### config.mk
export PLATFORM = sky130hd
export DESIGN_NAME = param_alu_flat
export DESIGN_NICKNAME = d
export VERILOG_FILES = /design/src/rtl/param_alu_if.sv /design/src/rtl/param_alu.sv /design/src/flat_wrapper.sv
export SDC_FILE = /design/constraint.sdc
export NUM_CORES = 1
export LEC_CHECK = 0
export ABC_AREA = 1
export BUFFER_PORTS_ARGS = -buffer_cell sky130_fd_sc_hd__buf_2
export CAP_MARGIN = 20
export CORE_MARGIN = 8
export CORE_UTILIZATION = 40
export DETAILED_ROUTE_END_ITERATION = 16
export GPL_TIMING_DRIVEN = 0
export HOLD_SLACK_MARGIN = 0.08
export PLACE_DENSITY_LB_ADDON = 0.3
export SYNTH_ARGS = -nofsm -noshare
export SYNTH_HDL_FRONTEND = slang
export SYNTH_SLANG_ARGS = --single-unit
### constraint.sdc
create_clock -name clk -period 4.2 [get_ports clk]
set_input_delay 0.42 -clock clk [delete_from_list [all_inputs] [get_ports clk]]
set_output_delay 0.42 -clock clk [all_outputs]
set_load 0.01 [all_outputs]
### src/rtl/param_alu_if.sv
// Request/response bundle for param_alu: request strobe, operand fields,
// and the busy/done/err/calc_res completion signals.
interface param_alu_if #(
  parameter int W = 16
) ();
  logic           start;
  logic [3:0]     dtype;
  logic [4:0]     operator;
  logic [W-1:0]   src1;
  logic [W-1:0]   src2;
  logic           busy;
  logic           done;
  logic           err;
  logic [2*W-1:0] calc_res;

  modport master (
    output start, dtype, operator, src1, src2,
    input  busy, done, err, calc_res
  );

  modport slave (
    input  start, dtype, operator, src1, src2,
    output busy, done, err, calc_res
  );
endinterface

### src/rtl/param_alu.sv
// Multi-cycle ALU: add/sub in one step, shift-add mul and restoring div over W steps.
// Divider present only when PARAM_ALU_DIV_EN is defined; otherwise operator 5'h04 is invalid.
//
// state | meaning
// IDLE  | waiting for start
// ITER  | one mul partial product / div quotient bit per cycle
// DONE  | result and err valid, done pulsed
module param_alu #(
  parameter int W = 16
) (
  input  logic      clk,
  input  logic      rst,
  param_alu_if.slave bus
);
  localparam int CW = $clog2(W);

  typedef enum logic [1:0] {IDLE, ITER, DONE} state_t;
  state_t state;

  logic [CW-1:0]  cnt;
  logic [2*W-1:0] acc;
  logic [2*W-1:0] mcand;
  logic [W-1:0]   mplier;
  logic           neg_q;

  logic           is_signed, ty_ok, op_ok, is_add, is_sub, is_mul, neg;
  logic [2*W-1:0] ext1, ext2, addsub;
  logic [W-1:0]   mag1, mag2;
  logic [2*W-1:0] mul_acc_n, mul_res;

  assign is_signed = (bus.dtype == 4'h1);
  assign ty_ok     = (bus.dtype == 4'h1) || (bus.dtype == 4'h2);
  assign is_add    = (bus.operator == 5'h01);
  assign is_sub    = (bus.operator == 5'h02);
  assign is_mul    = (bus.operator == 5'h03);

  assign ext1   = is_signed ? {{W{bus.src1[W-1]}}, bus.src1} : {{W{1'b0}}, bus.src1};
  assign ext2   = is_signed ? {{W{bus.src2[W-1]}}, bus.src2} : {{W{1'b0}}, bus.src2};
  assign addsub = is_sub ? ext1 - ext2 : ext1 + ext2;

  // Mul/div run on magnitudes; the sign is restored when the result is stored.
  assign mag1 = (is_signed && bus.src1[W-1]) ? -bus.src1 : bus.src1;
  assign mag2 = (is_signed && bus.src2[W-1]) ? -bus.src2 : bus.src2;
  assign neg  = is_signed && (bus.src1[W-1] ^ bus.src2[W-1]);

  assign mul_acc_n = mplier[0] ? acc + mcand : acc;
  assign mul_res   = neg_q ? -mul_acc_n : mul_acc_n;

`ifdef PARAM_ALU_DIV_EN
  logic           is_div, div_q, neg_r, q_bit;
  logic [W:0]     r_sh, diff;
  logic [W-1:0]   rem_n, quo_n, rem_f, quo_f;

  assign is_div = (bus.operator == 5'h04);
  assign op_ok  = is_add || is_sub || is_mul || is_div;

  // Remainder lives in acc[W-1:0], divisor in mcand[W-1:0], dividend/quotient in mplier.
  assign r_sh  = {acc[W-1:0], mplier[W-1]};
  assign diff  = r_sh - {1'b0, mcand[W-1:0]};
  assign q_bit = ~diff[W];
  assign rem_n = q_bit ? diff[W-1:0] : r_sh[W-1:0];
  assign quo_n = {mplier[W-2:0], q_bit};
  assign quo_f = neg_q ? -quo_n : quo_n;
  assign rem_f = neg_r ? -rem_n : rem_n;
`else
  assign op_ok  = is_add || is_sub || is_mul;
`endif

  always_ff @(posedge clk) begin
    if (rst) begin
      state    <= IDLE;
      bus.busy <= 1'b0;
      bus.done <= 1'b0;
      bus.err  <= 1'b0;
      bus.calc_res <= '0;
      cnt      <= '0;
      acc      <= '0;
      mcand    <= '0;
      mplier   <= '0;
      neg_q    <= 1'b0;
`ifdef PARAM_ALU_DIV_EN
      div_q    <= 1'b0;
      neg_r    <= 1'b0;
`endif
    end else if (state != ITER && bus.start) begin
      state    <= DONE;
      bus.busy <= 1'b0;
      bus.done <= 1'b1;
      bus.err  <= 1'b0;
      if (!ty_ok || !op_ok) begin
        bus.err      <= 1'b1;
        bus.calc_res <= '0;
      end else if (is_add || is_sub) begin
        bus.calc_res <= addsub;
`ifdef PARAM_ALU_DIV_EN
      end else if (is_div && bus.src2 == '0) begin
        bus.err      <= 1'b1;
        bus.calc_res <= {{W{1'b1}}, bus.src1};
`endif
      end else begin
        state    <= ITER;
        bus.busy <= 1'b1;
        bus.done <= 1'b0;
        cnt      <= CW'(W - 1);
        acc      <= '0;
        neg_q    <= neg;
`ifdef PARAM_ALU_DIV_EN
        div_q    <= is_div;
        neg_r    <= is_signed && bus.src1[W-1];
        mplier   <= is_div ? mag1 : mag2;
        mcand    <= {{W{1'b0}}, (is_div ? mag2 : mag1)};
`else
        mplier   <= mag2;
        mcand    <= {{W{1'b0}}, mag1};
`endif
      end
    end else begin
      case (state)
        ITER: begin
`ifdef PARAM_ALU_DIV_EN
          if (div_q) begin
            acc    <= {{W{1'b0}}, rem_n};
            mplier <= quo_n;
          end else begin
            acc    <= mul_acc_n;
            mplier <= mplier >> 1;
            mcand  <= mcand << 1;
          end
`else
          acc    <= mul_acc_n;
          mplier <= mplier >> 1;
          mcand  <= mcand << 1;
`endif
          if (cnt == '0) begin
            state    <= DONE;
            bus.busy <= 1'b0;
            bus.done <= 1'b1;
            bus.err  <= 1'b0;
`ifdef PARAM_ALU_DIV_EN
            bus.calc_res <= div_q ? {quo_f, rem_f} : mul_res;
`else
            bus.calc_res <= mul_res;
`endif
          end else begin
            cnt <= cnt - 1'b1;
          end
        end
        DONE: begin
          state    <= IDLE;
          bus.done <= 1'b0;
          bus.err  <= 1'b0;
        end
        default: state <= IDLE;
      endcase
    end
  end
endmodule
### src/flat_wrapper.sv
// flat-port wrapper written by rule: the top's interface ports become plain ports
module param_alu_flat 
#(
  parameter int W = 16
)
  (clk, rst, bus_start, bus_dtype, bus_operator, bus_src1, bus_src2, bus_busy, bus_done, bus_err, bus_calc_res);
  param_alu_if #(.W(W)) bus_i ();
  input  logic clk;
  input  logic rst;
  input wire logic [$bits(bus_i.start)-1:0] bus_start;
  input wire logic [$bits(bus_i.dtype)-1:0] bus_dtype;
  input wire logic [$bits(bus_i.operator)-1:0] bus_operator;
  input wire logic [$bits(bus_i.src1)-1:0] bus_src1;
  input wire logic [$bits(bus_i.src2)-1:0] bus_src2;
  output wire logic [$bits(bus_i.busy)-1:0] bus_busy;
  output wire logic [$bits(bus_i.done)-1:0] bus_done;
  output wire logic [$bits(bus_i.err)-1:0] bus_err;
  output wire logic [$bits(bus_i.calc_res)-1:0] bus_calc_res;
  assign bus_i.start = bus_start;
  assign bus_i.dtype = bus_dtype;
  assign bus_i.operator = bus_operator;
  assign bus_i.src1 = bus_src1;
  assign bus_i.src2 = bus_src2;
  assign bus_busy = bus_i.busy;
  assign bus_done = bus_i.done;
  assign bus_err = bus_i.err;
  assign bus_calc_res = bus_i.calc_res;
  param_alu #(.W(W)) u_core (.clk(clk), .rst(rst), .bus(bus_i));
endmodule
==> results_dict.tcl <==
set metrics [dict create \
    ys.flop_type "dfxtp_1" \
    drtPass1Iterations 7 \
    pwr-share-comb_pct 19.3 \
    cp.required_ps 4560 \
    drt-total-wl_mm 39.2 \
    hold_path_class "in2reg" \
    htreeDepth 4 \
    die_x_um 183 \
    endpoint_kind "flop" \
    setup_viol 0 \
    drv_cap 0 \
    power_frac_seq_pct 35.6 \
    die_h_um 183 \
    drc 0 \
    synthTopCellsByCount "nand2_1, a21oi_1, inv_1, o21ai_0, nor2_1" \
    core_sq_mm 0.0276 \
    tightest_slew_ps 725 \
    ys_seq_area_share_pct 21.9 \
    gr-total-overflow 0 \
    period_share_pct 88.5 \
    tritoncts "built" \
    vias_per_cell 5.42 \
    port-buffer-count 76 \
    cp_top_family "simple AND/OR/NAND/NOR gates" \
    dieArea_sq_mm 0.0334 \
    finalCriticalPeriod_ps 3720 \
    num_rows 61 \
    p_switching_mw 1.09 \
    synth_nets 1982 \
    grt_pass1_vias 12000 \
    ys_seq_elements 122 \
    startpoint "bus_operator[3]" \
    cp_max_fo 10 \
    ant_nets 0 \
    cts_buffer_depth 2 \
    ys_types 54 \
    synth_area_sq_mm 0.0111 \
    cp_common_cell "nand3_1" \
    crit_chain "buf_2 > nor2_1 > nand2_1 > nor3_1 > inv_1 > clkbuf_1 > clkbuf_1 > nand2_1 > o21ai_0 > ha_1 > nand3_1 > nand2_1 > a21boi_0 > o21ai_0 > nand3_1 > nand3_1 > nand3_1 > nand4_1 > nor2_1 > o21ai_0 > inv_1 > a21oi_2" \
    antenna_found_initial 0 \
    status "completed" \
    startpoint_type "input pin" \
    fin_nets 2077 \
    num_vias 12800 \
    synth-edff-count 0 \
    synth.most_common_cell "nand2_1" \
    setup_tns_ps 0 \
    grt_util_all_layers_pct 23.1 \
    clock-sinks 122 \
    ios 79 \
    slew-limit-headroom_pct 51.7 \
    grt_max_degree 25 \
    drt_iter0_drc 996 \
    ir_drop_mv 0.252 \
    post-layout-total-power_mw 3.45 \
    num-fill-cells 3034 \
    critPathSlowestCell "o21ai_0" \
    power_leakage_nw 5.97 \
    yosys.area.top_type "dfxtp_1" \
    start_util_pct 40.3 \
    grt_first_pass_wirelength_mm 61.8 \
    syn_inst 1868 \
    cts_inserted_buffers 17 \
    ys_warn_count 0 \
    slowest_delay_ps 540 \
    clock_power_share_pct 45.1 \
    num_antenna_cells 0 \
    sw_frac_of_total_pct 31.7 \
    path_clk_slew_ps 60 \
    area_growth_pct 13.3 \
    p_per_area_mw_per_mm2 274 \
    dp_hpwl_mm 32.2 \
    cts_root_buffer "clkbuf_16" \
    synthTopCellsByArea "dfxtp_1, nand2_1, a21oi_1, o21ai_0, ha_1" \
    synthArstFlopShare_pct 0 \
    arrival_ps 4080 \
    p_int_mw 2.36 \
    regToRegStartpoint "u_core.mcand[0]$_SDFFE_PP0P_" \
    clock.fmax_mhz 269 \
    drive_gt1_share_pct 11.0 \
    min_from "bus_src1[0]" \
    maxSlewViolCount 0 \
    postCtsSetupBuffers 0 \
    synth_top_area_share_pct 21.9 \
    crit_type "in2reg" \
    gp_congestion 0.954 \
    cp.buffers_inverters 5 \
    skew_ps 11.8 \
    clock_latency_ps 430 \
    hold_viol_final 0 \
    wire_per_inst_um 16.7 \
    rsz0062_at_grt "no" \
    synth.avg_cell_area_sq_um 5.96 \
]
## through the flow
step / util [%] / hold slack (ps) / cells / worst slack (ps) / cell area (sq um)
after global placement: 43.4 / 445 / 2322 / -181 / 12000
after CTS: 45.6 / 283 / 2354 / 244 / 12600
final: 45.7 / 292 / 2354 / 481 / 12600
after floorplan: - / 422 / 1868 / 818 / 11100
after global routing: 45.7 / 300 / 2354 / 36.1 / 12600
after detailed placement: 43.4 / 443 / 2322 / -196 / 12000
## what timing repair did
| action | 4_1_cts | 5_1_grt |
|---|---|---|
| endpoints found under the setup margin | 0 | 4 |
| hold buffers | 0 | 0 |
| gates resized for setup | 0 | 3 |
## metal layers
| layer | vias to the layer above | part of all wire [%] | GRT usage, % | wire length (um) |
|---|---|---|---|---|
| met5 | - | 0 | 0 | 0 |
| met3 | 94 | 6.3 | 2.97 | 2470 |
| met2 | 428 | 46 | 40.0 | 18000 |
| li1 | 6405 | - | - | - |
| met1 | 5841 | 44 | 28.7 | 17100 |
| met4 | 0 | 4.2 | 9.27 | 1630 |
## cell type report
type	instances	area, sq um	share of cell area, %
flip-flops and latches	122	2440	19.4
repair buffers	76	380	3.01
well taps	378	473	3.75
multi-input cells	1465	7580	60.1
inverters	212	796	6.31
clock buffers	18	429	3.40
plain buffers	69	329	2.61
clock inverters	14	183	1.45
## cell families after synthesis
kind of cell	after synthesis	share of synthesized area, %
AO/OA/AOI/OAI	472	22.8
XOR/XNOR	23	1.81
adder cells (fa/ha/maj)	70	8.00
buffers and inverters	281	10.1
flip-flops	122	21.9
AND/OR/NAND/NOR	900	35.3
## cell usage in the layout, fill, tap and decap left out, types with 4 or more instances in the layout
master,netlist,routed
nor3_1,17,17
dfxtp_1,122,122
nor4_1,8,8
o221ai_1,5,5
ha_1,68,68
nor2_4,6,6
o21ai_2,3,4
xor2_1,19,18
nand3b_1,7,7
nor2_1,129,129
nand2_1,523,523
o211ai_1,10,10
inv_2,9,9
a31oi_1,21,21
xnor2_1,4,4
nand3_1,119,119
clkbuf_8,4,4
or2_2,24,24
buf_2,9,85
nand3_2,9,9
clkbuf_1,49,50
buf_1,4,4
o21ai_0,171,170
inv_6,0,7
nand4_1,17,17
o21bai_1,6,6
clkbuf_16,0,17
nand2_2,27,27
a21oi_1,225,225
o21a_1,6,6
inv_1,202,202
a21o_1,4,4
## sequential cells by signal, summed over array words and instances (netlist names)
name	count
u_core.mcand	32
u_core.state	2
u_core.bus.calc_res	32
u_core.acc	32
u_core.bus.done	1
u_core.bus.err	1
u_core.mplier	16
u_core.cnt	4
u_core.bus.busy	1
u_core.neg_q	1
## worst register-to-register path: cells and delay by family (launching register included)
| family | cells | cell delay [ps] |
|---|---|---|
| AOI/OAI and AO/OA | 2 | 360 |
| adders and majority gates | 2 | 600 |
| buffers and inverters | 3 | 260 |
| DFF | 1 | 380 |
| and+or+nand+nor | 14 | 1530 |
## final timing paths
check | to | slack, ps | cells after the start
worst min register to register | u_core.cnt[0]$_SDFFE_PP0P_ | 460 | 1
worst max register to register | u_core.bus.calc_res[29]$_SDFFE_PP0P_ | 950 | 21
worst min-delay path | u_core.mcand[0]$_SDFFE_PP0P_ | 290 | 3
worst max-delay path | u_core.bus.calc_res[31]$_SDFFE_PP0P_ | 480 | 22
## power by group through the flow
stage	Clock, mW	Sequential (mW)	Combinational, mW
finish	1.56	1.23	0.667
global route	1.61	1.23	0.738
CTS	1.57	1.23	0.657
detailed placement	0	1.25	0.652
global placement	0	1.25	0.645
floorplan	0	1.25	0.440
Power figures use the tool's default switching activity.
